==> config.mk <==
export PLATFORM = sky130hd
export DESIGN_NAME = instr_fetch_flat
export DESIGN_NICKNAME = d
export VERILOG_FILES = /design/src/rtl/rv_pkg.sv /design/src/rtl/instr_fetch_if.sv /design/src/rtl/instr_fetch_fifo.sv /design/src/rtl/instr_fetch.sv /design/src/flat_wrapper.sv
export SDC_FILE = /design/constraint.sdc
export NUM_CORES = 1
export LEC_CHECK = 0
export ABC_AREA = 1
export ABC_CLOCK_PERIOD_IN_PS = 2700
export BUFFER_PORTS_ARGS = -buffer_cell sky130_fd_sc_hd__buf_2
export CORE_MARGIN = 4
export CORE_UTILIZATION = 43
export CTS_CLUSTER_DIAMETER = 100
export CTS_CLUSTER_SIZE = 25
export DETAILED_ROUTE_END_ITERATION = 16
export MAX_ROUTING_LAYER = met4
export PLACE_DENSITY = 0.68
export SLEW_MARGIN = 5
export SYNTH_ARGS = -nofsm -noshare
export SYNTH_HDL_FRONTEND = slang
export SYNTH_HIERARCHICAL = 1
export SYNTH_SLANG_ARGS = --single-unit
==> constraint.sdc <==
create_clock -name clk -period 2.7 [get_ports clk]
set_input_delay 0.54 -clock clk [delete_from_list [all_inputs] [get_ports clk]]
set_output_delay 0.54 -clock clk [all_outputs]
set_load 0.005 [all_outputs]
==> src/rtl/rv_pkg.sv <==
// rtl/rv_pkg.sv - shared fetch-path widths and the fetch buffer entry type
package rv_pkg;

  localparam int XLEN            = 32;
  localparam int IMEM_ADDR_WIDTH = 8;

  // One fetched instruction together with the word address it came from
  typedef struct packed {
    logic [IMEM_ADDR_WIDTH-1:0] pc;
    logic [XLEN-1:0]            instr;
  } fetch_entry_t;

endpackage

==> src/rtl/instr_fetch_if.sv <==
// rtl/instr_fetch_if.sv - fetch-to-decode valid/ready instruction stream
interface instr_fetch_if #(
  parameter int WIDTH      = 32,
  parameter int ADDR_WIDTH = 8
) ();

  logic                  out_valid;
  logic                  out_ready;
  logic [WIDTH-1:0]      out_instr;
  logic [ADDR_WIDTH-1:0] out_pc;

  // Fetch side produces instructions
  modport master (
    output out_valid,
    output out_instr,
    output out_pc,
    input  out_ready
  );

  // Decode side consumes instructions
  modport slave (
    input  out_valid,
    input  out_instr,
    input  out_pc,
    output out_ready
  );

endinterface

==> src/rtl/instr_fetch_fifo.sv <==
// rtl/instr_fetch_fifo.sv - 2-entry in-order buffer of fetched instructions
module fetch_fifo
  import rv_pkg::*;
(
  input  logic         clk,
  input  logic         rst,
  input  logic         push,
  input  logic         pop,
  input  logic         flush,
  input  fetch_entry_t wdata,
  output logic         full,
  output logic         empty,
  output fetch_entry_t head
);

  fetch_entry_t mem [2];
  logic         rd_ptr;
  logic         wr_ptr;
  logic [1:0]   count;
  logic         do_push;
  logic         do_pop;

  // Guard against overflow/underflow locally so the buffer is safe on its own
  assign do_push = push && !full;
  assign do_pop  = pop && !empty;

  assign full  = (count == 2'd2);
  assign empty = (count == 2'd0);
  assign head  = mem[rd_ptr];

  // Storage, pointers and occupancy; flush drops contents but keeps storage
  always_ff @(posedge clk or posedge rst) begin
    if (rst) begin
      mem[0] <= '0;
      mem[1] <= '0;
      rd_ptr <= 1'b0;
      wr_ptr <= 1'b0;
      count  <= 2'd0;
    end else if (flush) begin
      rd_ptr <= 1'b0;
      wr_ptr <= 1'b0;
      count  <= 2'd0;
    end else begin
      if (do_push) begin
        mem[wr_ptr] <= wdata;
        wr_ptr      <= ~wr_ptr;
      end
      if (do_pop) begin
        rd_ptr <= ~rd_ptr;
      end
      case ({do_push, do_pop})
        2'b10:   count <= count + 2'd1;
        2'b01:   count <= count - 2'd1;
        default: count <= count;
      endcase
    end
  end

endmodule

==> src/rtl/instr_fetch.sv <==
// rtl/instr_fetch.sv - PC owner, ROM read master and buffered fetch front end
module instr_fetch
  import rv_pkg::*;
#(
  parameter int                    WIDTH      = XLEN,
  parameter int                    ADDR_WIDTH = IMEM_ADDR_WIDTH,
  parameter logic [ADDR_WIDTH-1:0] RESET_ADDR = '0
) (
  input  logic                  clk,
  input  logic                  rst,
  input  logic                  enable,
  output logic [ADDR_WIDTH-1:0] rom_addr,
  input  logic [WIDTH-1:0]      rom_instr,
  input  logic                  redirect_valid,
  input  logic [ADDR_WIDTH-1:0] redirect_addr,
  instr_fetch_if.master         dec
);

  logic [ADDR_WIDTH-1:0] pc;
  logic                  push;
  logic                  pop;
  logic                  full;
  logic                  empty;
  fetch_entry_t          wdata;
  fetch_entry_t          head;

  // Push eligibility looks only at registered occupancy so out_ready never
  // reaches the ROM address path
  assign push = enable && !redirect_valid && !full;
  assign pop  = !empty && dec.out_ready;

  assign wdata.pc    = pc;
  assign wdata.instr = rom_instr;

  assign rom_addr      = pc;
  assign dec.out_valid = !empty;
  assign dec.out_instr = head.instr;
  assign dec.out_pc    = head.pc;

  // Program counter: redirect wins, otherwise advance on each push (wraps)
  always_ff @(posedge clk or posedge rst) begin
    if (rst) begin
      pc <= RESET_ADDR;
    end else if (redirect_valid) begin
      pc <= redirect_addr;
    end else if (push) begin
      pc <= pc + 1'b1;
    end
  end

  fetch_fifo u_fifo (
    .clk   (clk),
    .rst   (rst),
    .push  (push),
    .pop   (pop),
    .flush (redirect_valid),
    .wdata (wdata),
    .full  (full),
    .empty (empty),
    .head  (head)
  );

endmodule

==> src/flat_wrapper.sv <==
// flat-port wrapper written by rule: the top's interface ports become plain ports
module instr_fetch_flat import rv_pkg::*;
#(
  parameter int                    WIDTH      = XLEN,
  parameter int                    ADDR_WIDTH = IMEM_ADDR_WIDTH,
  parameter logic [ADDR_WIDTH-1:0] RESET_ADDR = '0
)
  (clk, rst, enable, rom_addr, rom_instr, redirect_valid, redirect_addr, dec_out_valid, dec_out_instr, dec_out_pc, dec_out_ready);
  instr_fetch_if #(.WIDTH(WIDTH), .ADDR_WIDTH(ADDR_WIDTH)) dec_i ();
  input  logic clk;
  input  logic rst;
  input  logic enable;
  output logic [ADDR_WIDTH-1:0] rom_addr;
  input  logic [WIDTH-1:0] rom_instr;
  input  logic redirect_valid;
  input  logic [ADDR_WIDTH-1:0] redirect_addr;
  output wire logic [$bits(dec_i.out_valid)-1:0] dec_out_valid;
  output wire logic [$bits(dec_i.out_instr)-1:0] dec_out_instr;
  output wire logic [$bits(dec_i.out_pc)-1:0] dec_out_pc;
  input wire logic [$bits(dec_i.out_ready)-1:0] dec_out_ready;
  assign dec_out_valid = dec_i.out_valid;
  assign dec_out_instr = dec_i.out_instr;
  assign dec_out_pc = dec_i.out_pc;
  assign dec_i.out_ready = dec_out_ready;
  instr_fetch #(.WIDTH(WIDTH), .ADDR_WIDTH(ADDR_WIDTH), .RESET_ADDR(RESET_ADDR)) u_core (.clk(clk), .rst(rst), .enable(enable), .rom_addr(rom_addr), .rom_instr(rom_instr), .redirect_valid(redirect_valid), .redirect_addr(redirect_addr), .dec(dec_i));
endmodule
# [Word level (Yosys, flattened, before mapping)]
# Cells that the tools add are included.
[totals] output_inout_bits=49 inputBits=45 register_bits=92
[classes] add_sub_neg=3 n_reduce_logical=15 mux=14 n_eq_ne=3 n_lt_le_gt_ge=3 bitwise_logic=5
[ops] operator="2-to-1 mux 40 bit" count=4
[ops] operator="bitwise mux 80 bit" count=1
[ops] operator="demux 40 bit (select 1 bit)" count=1
[ops] operator="2-to-1 mux 8 bit" count=2
[ops] operator="adder 8 x 1 -> 8 bit (second input constant)" count=1
[ops] operator="logical AND 1 bit" count=6
[ops] operator="nonzero test 2 bit" count=3
[ops] operator="equality test 2 bit (second input constant)" count=2
[ops] operator="greater-or-equal comparator 2 bit (second input constant)" count=2
[ops] operator="2-to-1 mux 1 bit" count=4
[ops] operator="inverter 1 -> 2 bit" count=2
[ops] operator="case mux 2 bit (2 select lines)" count=1
[ops] operator="logical NOT 1 bit" count=3
[ops] operator="inverter 1 bit" count=3
[ops] operator="nonzero test 3 bit" count=1
[ops] operator="adder 2 x 1 -> 2 bit (second input constant)" count=1
[ops] operator="equality test 2 x 1 -> 1 bit (second input constant)" count=1
[ops] operator="logical NOT 2 bit" count=1
[ops] operator="less-than comparator 2 x 1 -> 1 bit (second input constant)" count=1
[ops] operator="2-to-1 mux 2 bit" count=1
[ops] operator="AND reduction 2 bit" count=1
[ops] operator="subtractor 2 x 1 -> 2 bit (second input constant)" count=1

# [Logic depth before layout (Yosys ltp)]
# Gate-level depths: netlist of the first run.
[logic_depth] depth_word=7 mapped_depth=12

# [Hierarchy]
# The synthesis of the first run kept the hierarchy.
[by_module_without_submodules] mod="fetch_fifo" seq_area_each_um2=2102.0 area_per_inst_um2=3887.5 instances=1 cells_per_inst=462
[by_module_without_submodules] mod="instr_fetch" seq_area_each_um2=200.2 area_per_inst_um2=544.3 instances=1 cells_per_inst=83

# [Least setup slack after synthesis of the first run]
# Ideal clock, no wire load.
[synth_path] kind="input to register" start="input redirect_valid" end="register u_core/u_fifo/mem[37] (netlist name)" path_slack_ps=1061 setup_ps=118 path_stages=10 required_time_ps=2582 path_buffers=2 arrival_time_ps=1521 path_cell_list="buf_6 inv_4 nand3_2 clkinv_2 inv_1 a21oi_4 nand3_4 buf_6 nand2_1 o21ai_2"
[synth_via] elab_chain_len=5 elab_cells_between_ends=6
[synth_rtl] element="start: declaration" line="flat_wrapper.sv:15" rtl="input logic redirect_valid;"
[synth_rtl] element="logical NOT 1 bit" line="instr_fetch.sv:29" rtl="assign push = enable && !redirect_valid && !full;"
[synth_rtl] element="logical AND 1 bit (2 in a row)" line="instr_fetch.sv:29"
[synth_rtl] element="net u_core.push" line="instr_fetch.sv:20" rtl="logic push;"
[synth_rtl] element="logical AND 1 bit" line="instr_fetch_fifo.sv:24" rtl="assign do_push = push && !full;"
[synth_rtl] element="AND reduction 2 bit (no source line)"
[synth_rtl] element="end signal: indexed assignment" line="instr_fetch_fifo.sv:45" rtl="mem[wr_ptr] <= wdata;"
[synth_rtl] element="end: declaration" line="instr_fetch_fifo.sv:16" rtl="fetch_entry_t mem [2];"
# The timed path passes the listed nets, and every way through them passes these cells.
# A chain may end at the register's enable or synchronous reset.

# [Worst setup path after layout of the first run]
[layout_path] start="register u_core.u_fifo.count[0]" end="register u_core/u_fifo/mem[33] (netlist name)"
[layout_via] elab_chain_len=5
[layout_rtl] element="start: declaration" line="instr_fetch_fifo.sv:19" rtl="logic [1:0] count;"
[layout_rtl] element="start signal: assignment" line="instr_fetch_fifo.sv:52" rtl="2'b10: count <= count + 2'd1;"
[layout_rtl] element="start signal: assignment" line="instr_fetch_fifo.sv:53" rtl="2'b01: count <= count - 2'd1;"
[layout_rtl] element="start signal: assignment" line="instr_fetch_fifo.sv:54" rtl="default: count <= count;"
[layout_rtl] element="equality test 2 bit" line="instr_fetch_fifo.sv:27" rtl="assign full = (count == 2'd2);"
[layout_rtl] element="net u_core.full" line="instr_fetch.sv:22" rtl="logic full;"
[layout_rtl] element="logical NOT 1 bit" line="instr_fetch.sv:29"
[layout_rtl] element="logical AND 1 bit" line="instr_fetch.sv:29"
[layout_rtl] element="net u_core.push" line="instr_fetch.sv:20"
[layout_rtl] element="logical AND 1 bit" line="instr_fetch_fifo.sv:24"
[layout_rtl] element="AND reduction 2 bit (no source line)"
# The timed path passes the listed nets, and every way through them passes these cells.

==> flow_metrics.py, run 1 <==
metrics = {
    "layout": {
        "regArea_um2": 2300,
        "diodes": 0,
        "design_area_um2": 5130,
        "nNetsFinal": 674,
        "fin_util_pct": 51.8,
        "multiInputGateArea_um2": 1710,
        "nFillCells": 954,
        "synthToLayoutAreaGrowth_pct": 15.8,
        "drive_above_1_share_pct": 26.4,
    },
    "synthesis": {
        "yosysUniqueCellTypes": 26,
        "syn_nets": 591,
        "avgSynthCellArea_um2": 8.13,
        "ys_ff_latch": 92,
        "yosysWarningCount": 6,
        "ys_seq_area_share_pct": 51.9,
        "synth_area_leader_cell": "dfrtp_1",
        "synth_top_area_share_pct": 51.9,
        "synthCells": 545,
        "syn_area_um2": 4430,
        "ys_top_cells_by_area": "dfrtp_1, nand2_1, o21ai_2",
    },
    "die": {
        "start_util_pct": 44.7,
        "die-area_um2": 12000,
        "core-area_um2": 9910,
        "num_io_pins": 94,
        "rows": 36,
        "chipWidth_um": 110,
        "dieHeight_um": 110,
    },
    "clocking": {
        "cts_made_buffers": 9,
        "post_cts_buffers": 0,
        "ctsResizeCount": 0,
        "holdBufCountCts": 0,
        "insertion_delay_ps": 350,
        "clkSinkCount": 92,
        "ctsHtreeMaxLevel": 3,
        "cts_root_buffer": "clkbuf_8",
        "cts_tree": "yes",
        "clock_path_buffers": 2,
        "path_clk_slew_ps": 90,
    },
    "drt": {
        "drcViolationCount": 0,
        "wl_per_cell_um": 12.2,
        "vias_per_cell": 4.78,
        "routed_wl_um": 9340,
        "drt_iter0_drc": 262,
        "via_count": 3664,
        "drtPass1Iterations": 5,
        "ant_nets": 0,
    },
    "critical_path": {
        "critical_path_class": "flip-flop to flip-flop",
        "worstPathRequired_ps": 2970,
        "r2r_end": "u_core/u_fifo/mem[33]$_DFFE_PP0P_",
        "end_kind": "flip-flop",
        "reg2reg_depth": 12,
        "regToRegSetupSlack_ps": 320,
        "crit_arrival_ps": 2650,
        "critPathMaxFanout": 80,
        "critPathLaunchType": "flip-flop",
        "r2r_start": "u_core/u_fifo/count[0]$_DFFE_PP0P_",
    },
    "place": {
        "port_buffers": 93,
        "pre_cts_ws_ps": 255,
        "dp_hpwl_um": 6230,
        "gp_congestion": 0.871,
        "placed_area_um2": 4950,
    },
    "power_and_ir_drop": {
        "leakagePower_uw": 0.00284,
        "ir_drop_mv": 0.278,
        "power.density_nw_per_um2": 703,
    },
    "grt": {
        "grt_pass1_vias": 3712,
        "track_usage_pct": 17.4,
        "grt_overflow": 0,
        "grt_pass1_wl_um": 16300,
        "antenna_found_initial": 0,
        "grt_max_degree": 85,
    },
    "timing": {
        "worst_hold_slack_ps": 156,
        "finalCritPeriodShare_pct": 88.2,
        "finalSetupTns_ps": 0,
        "hold_viol": 0,
        "slew-limit-headroom_pct": 34.3,
        "fin_ws_ps": 320,
        "tightest_slew_ps": 985,
        "setup_viol": 0,
        "fin_crit_ps": 2380,
        "fmaxAchievable_ghz": 0.420,
        "slew_viol_final": 0,
        "rsz0062_at_grt": "false",
        "clock_skew_ps": 7.68,
    },
    "min_path": {
        "hp-class": "primary input to asynchronous set/reset pin",
    },
    "status": {
        "status": "finished clean",
    },
    "flow_run": {
        "maxCapViolCount": 0,
    },
}
-- final cells by class --
cell class	count	area share, %
sequential	92	44.9
inverter	63	4.76
clock buffer	9	2.41
multi-input combinational	364	33.4
tap	133	3.24
timing repair buffer	98	10.3
clock inverter	7	1.05
-- power by group --
| group | internal [uW] | switching (uW) | leakage, uW |
|---|---|---|---|
| combinational | 405 | 482 | 0.00160 |
| sequential | 1710 | 189 | 0.00117 |
| clock | 335 | 491 | 0.0000697 |
| total | 2450 | 1160 | 0.00284 |
-- cell usage in the layout, fill, tap and decap left out, types with 7 or more instances in the layout --
master,synthesis,layout
nand3_1,12,12
o21ai_1,31,31
o21ai_0,17,17
dfrtp_1,92,92
nor2_1,10,10
buf_2,7,93
o21ai_2,40,40
nand2_1,238,238
clkinvlp_4,0,7
clkbuf_8,0,9
inv_1,59,58
-- registers in the layout (all words and copies together) (netlist names) --
signal	flops
u_core/u_fifo/count	2
u_core/u_fifo/rd_ptr	1
u_core/u_fifo/mem	80
u_core/u_fifo/wr_ptr	1
u_core/rom_addr	8
-- metrics by stage --
stage | power (uW) | std cells
4_1_cts | 3670 | 766
2_1_floorplan | 2480 | 545
5_1_grt | 3900 | 766
3_5_place_dp | 2830 | 750
6_report | 3610 | 766
3_3_place_gp | 2780 | 750
-- cells in the mapped netlist (all sizes together) --
library cell	instances
a21oi	3
a31oi	1
buf	17
clkbuf	9
clkinv	1
dfrtp	92
ha	1
inv	62
nand2	241
nand3	14
nand4	3
nor2	11
o211ai	1
o21ai	88
or2	1
-- worst max-delay path by stage --
stage	cells after the start	slack (ps)	endpoint	start
5_1_grt	11	100	u_core/u_fifo/mem[6]$_DFFE_PP0P_	u_core/u_fifo/count[1]$_DFFE_PP0P_
3_5_place_dp	10	260	u_core/u_fifo/mem[10]$_DFFE_PP0P_	redirect_valid
2_1_floorplan	10	1060	u_core/u_fifo/mem[37]$_DFFE_PP0P_	redirect_valid
6_report	12	320	u_core/u_fifo/mem[33]$_DFFE_PP0P_	u_core/u_fifo/count[0]$_DFFE_PP0P_
4_1_cts	12	320	u_core/u_fifo/mem[5]$_DFFE_PP0P_	u_core/u_fifo/count[0]$_DFFE_PP0P_
3_3_place_gp	10	340	u_core/u_fifo/mem[23]$_DFFE_PP0P_	redirect_valid
-- worst max-delay path: stages (launching register included) --
cell and delay (ps):
dfrtp_1 440, inv_2 120, nand2_1 70, inv_1 80, inv_1 70, nand3_2 90
clkinv_2 120, inv_1 140, a21oi_4 60, nand3_4 60, buf_4 740, nand2_1 150
o21ai_2 100
-- cell families after synthesis --
| family | count (synthesis) | synth area share (%) |
|---|---|---|
| AOI/OAI and AO/OA | 93 | 14.2 |
| buffers and inverters | 89 | 9.43 |
| adders and majority gates | 1 | 0.282 |
| DFF | 92 | 51.9 |
| and+or+nand+nor | 270 | 24.1 |
-- metal layers --
metal  global-route usage (%)  vias up  wire length (um)
met2                     27.3      119              4290
li1                         -     1849                 -
met5                        -        -                 0
met4                     4.63        0                72
met1                     23.2     1690              4310
met3                     3.23        6               671
No activity file was read; power rests on OpenSTA's default activity.
==> run 2, diff against run 1 <==
--- a/config.mk
+++ b/config.mk
@@ -6,7 +6,7 @@
 export NUM_CORES = 1
 export LEC_CHECK = 0
 export ABC_AREA = 1
-export ABC_CLOCK_PERIOD_IN_PS = 2700
+export ABC_CLOCK_PERIOD_IN_PS = 2280
 export BUFFER_PORTS_ARGS = -buffer_cell sky130_fd_sc_hd__buf_2
 export CORE_MARGIN = 4
 export CORE_UTILIZATION = 43
@@ -14,7 +14,7 @@
 export CTS_CLUSTER_SIZE = 25
 export DETAILED_ROUTE_END_ITERATION = 16
 export MAX_ROUTING_LAYER = met4
-export PLACE_DENSITY = 0.68
+export PLACE_DENSITY = 0.65
 export SLEW_MARGIN = 5
 export SYNTH_ARGS = -nofsm -noshare
 export SYNTH_HDL_FRONTEND = slang
==> constraint.sdc (replaced) <==
create_clock -name clk -period 2.28 [get_ports clk]
set_input_delay 0.456 -clock clk [delete_from_list [all_inputs] [get_ports clk]]
set_output_delay 0.456 -clock clk [all_outputs]
set_load 0.005 [all_outputs]
==> run 2 against run 1 <==
Combinational power rose by 20%. Worst setup slack got worse by 16 ps. Die area did not move. Non-clock buffer count rose by 3. Sequential power rose by 19%. Clock-buffer cell count rose by 6. Global-route usage rose by 0.41 points. Wire length rose by 4.5%. Worst hold slack got worse by 98 ps. Core utilization rose by 0.67 points.
==> flow_metrics.py, run 2 (synthesis gave the netlist of run 1 again) <==
metrics = {
    "status": {
        "status": "finished clean",
    },
    "drt": {
        "drcViolationCount": 0,
        "via_count": 3655,
        "drtPass1Iterations": 4,
        "drt_iter0_drc": 275,
        "wl_per_cell_um": 12.7,
        "vias_per_cell": 4.75,
        "routed_wl_um": 9760,
        "ant_nets": 0,
    },
    "layout": {
        "nNetsFinal": 677,
        "drive_above_1_share_pct": 26.1,
        "regMostFlops": "u_core/u_fifo/mem",
        "largest_reg_flops": 80,
        "nFillCells": 962,
        "mostFrequentLayoutCells": "nand2_1, buf_2, dfrtp_1",
        "diodes": 0,
        "final_cells": 769,
        "synthToLayoutAreaGrowth_pct": 17.3,
        "fin_util_pct": 52.4,
        "layout_commonest_cell": "nand2_1",
    },
    "critical_path": {
        "regToRegSetupSlack_ps": 330,
        "crit_arrival_ps": 1520,
        "critPathLaunchType": "flip-flop",
        "end_kind": "output pin",
        "crit_path_end": "dec_out_pc[5]",
        "r2r_end": "u_core/u_fifo/mem[16]$_DFFE_PP0P_",
        "critPathLaunch": "u_core/u_fifo/rd_ptr$_DFFE_PP0P_",
        "r2r_start": "u_core/u_fifo/count[0]$_DFFE_PP0P_",
        "critical_path_class": "flip-flop to output pin",
        "worstPathRequired_ps": 1820,
        "reg2reg_depth": 12,
        "critPathMaxFanout": 30,
    },
    "place": {
        "dp_hpwl_um": 6640,
        "dp_cells": 753,
        "port_buffers": 93,
        "pre_cts_ws_ps": 354,
        "gp_congestion": 0.860,
    },
    "die": {
        "rows": 36,
        "chipWidth_um": 110,
        "start_util_pct": 44.7,
        "num_io_pins": 94,
        "die-area_um2": 12000,
        "core-area_um2": 9910,
        "dieHeight_um": 110,
    },
    "grt": {
        "grt_max_degree": 82,
        "busiest_layer": "met2",
        "grt_pass1_wl_um": 16300,
        "grt_overflow": 0,
        "antenna_found_initial": 0,
        "use_met3_pct": 2.94,
        "track_usage_pct": 17.8,
        "grt_util_met1_pct": 25.0,
        "grt_use_met2_pct": 26.1,
        "grt_pass1_vias": 3452,
    },
    "timing": {
        "setup_viol": 0,
        "slew_viol_final": 0,
        "tightest_slew_ps": 473,
        "rsz0062_at_grt": "false",
        "clock_skew_ps": 6.53,
        "finalSetupTns_ps": 0,
        "finalCritPeriodShare_pct": 86.7,
        "fmaxAchievable_ghz": 0.506,
        "fin_crit_ps": 1980,
        "slew-limit-headroom_pct": 68.5,
        "hold_viol": 0,
        "fin_ws_ps": 304,
    },
    "flow_run": {
        "maxCapViolCount": 0,
    },
    "min_path": {
        "hp-class": "primary input to asynchronous set/reset pin",
    },
    "clocking": {
        "cts_made_buffers": 9,
        "ctsHtreeMaxLevel": 3,
        "holdBufCountCts": 0,
        "path_clk_slew_ps": 80,
        "cts_root_buffer": "clkbuf_8",
        "ctsResizeCount": 0,
        "post_cts_buffers": 0,
        "clock_path_buffers": 2,
        "cts_tree": "yes",
        "clkSinkCount": 92,
        "insertion_delay_ps": 350,
    },
    "power_and_ir_drop": {
        "power.density_nw_per_um2": 850,
        "leakagePower_uw": 0.00289,
        "ir_drop_mv": 0.283,
    },
}
-- run 2: changes by cell type in the layout (fill, tap and decap cells not counted), sizes merged --
cell      before  now
clkbuf         9   15
clkinvlp       7    1
buf           98  101
bufinv         0    1
clkinv         2    1
-- run 2: power by group --
part           total (uW)  internal [uW]  switching [uW]
Clock                1110            570             537
Sequential           2250           2020             226
Combinational        1060            487             577
Total                4420           3080            1340
-- run 2: critical path: stages, from the launching register on --
cell and delay (ps):
dfrtp_1 400, inv_2 230, buf_12 240, nand2_1 70, nand2_1 110, buf_2 130
-- run 2: worst min path at each step --
stage / from / endpoint / cells after the start
floorplan: rst / u_core/rom_addr[0]$_DFFE_PP0P_ / 1
global placement: rst / u_core/rom_addr[0]$_DFFE_PP0P_ / 2
detailed placement: rst / u_core/rom_addr[1]$_DFFE_PP0P_ / 2
CTS: rst / u_core/rom_addr[1]$_DFFE_PP0P_ / 2
global route: rst / u_core/rom_addr[1]$_DFFE_PP0P_ / 2
finish: rst / u_core/rom_addr[1]$_DFFE_PP0P_ / 2
-- run 2: per-stage QoR --
stage	hold slack (ps)	instance area, um^2	total power (uW)
after detailed placement	451	5000	3360
after floorplan	272	4440	2940
after CTS	58.1	5200	4470
after global placement	448	5000	3300
final	58.3	5200	4420
after global routing	70.4	5200	4740
-- run 2: routing by layer --
layer,share of wire (%),vias up
li1,-,1854
met1,48,1694
met2,46,96
met3,5.1,11
met4,1.6,0
met5,0,-
-- run 2: area by class of cell --
type | count | area, um^2 | area share (%)
Clock inverter | 1 | 30.0 | 0.578
Inverter | 63 | 244 | 4.70
Sequential cell | 92 | 2300 | 44.3
Clock buffer | 15 | 166 | 3.20
Multi-Input combinational cell | 364 | 1710 | 32.9
Timing Repair Buffer | 101 | 576 | 11.1
Tap cell | 133 | 166 | 3.20
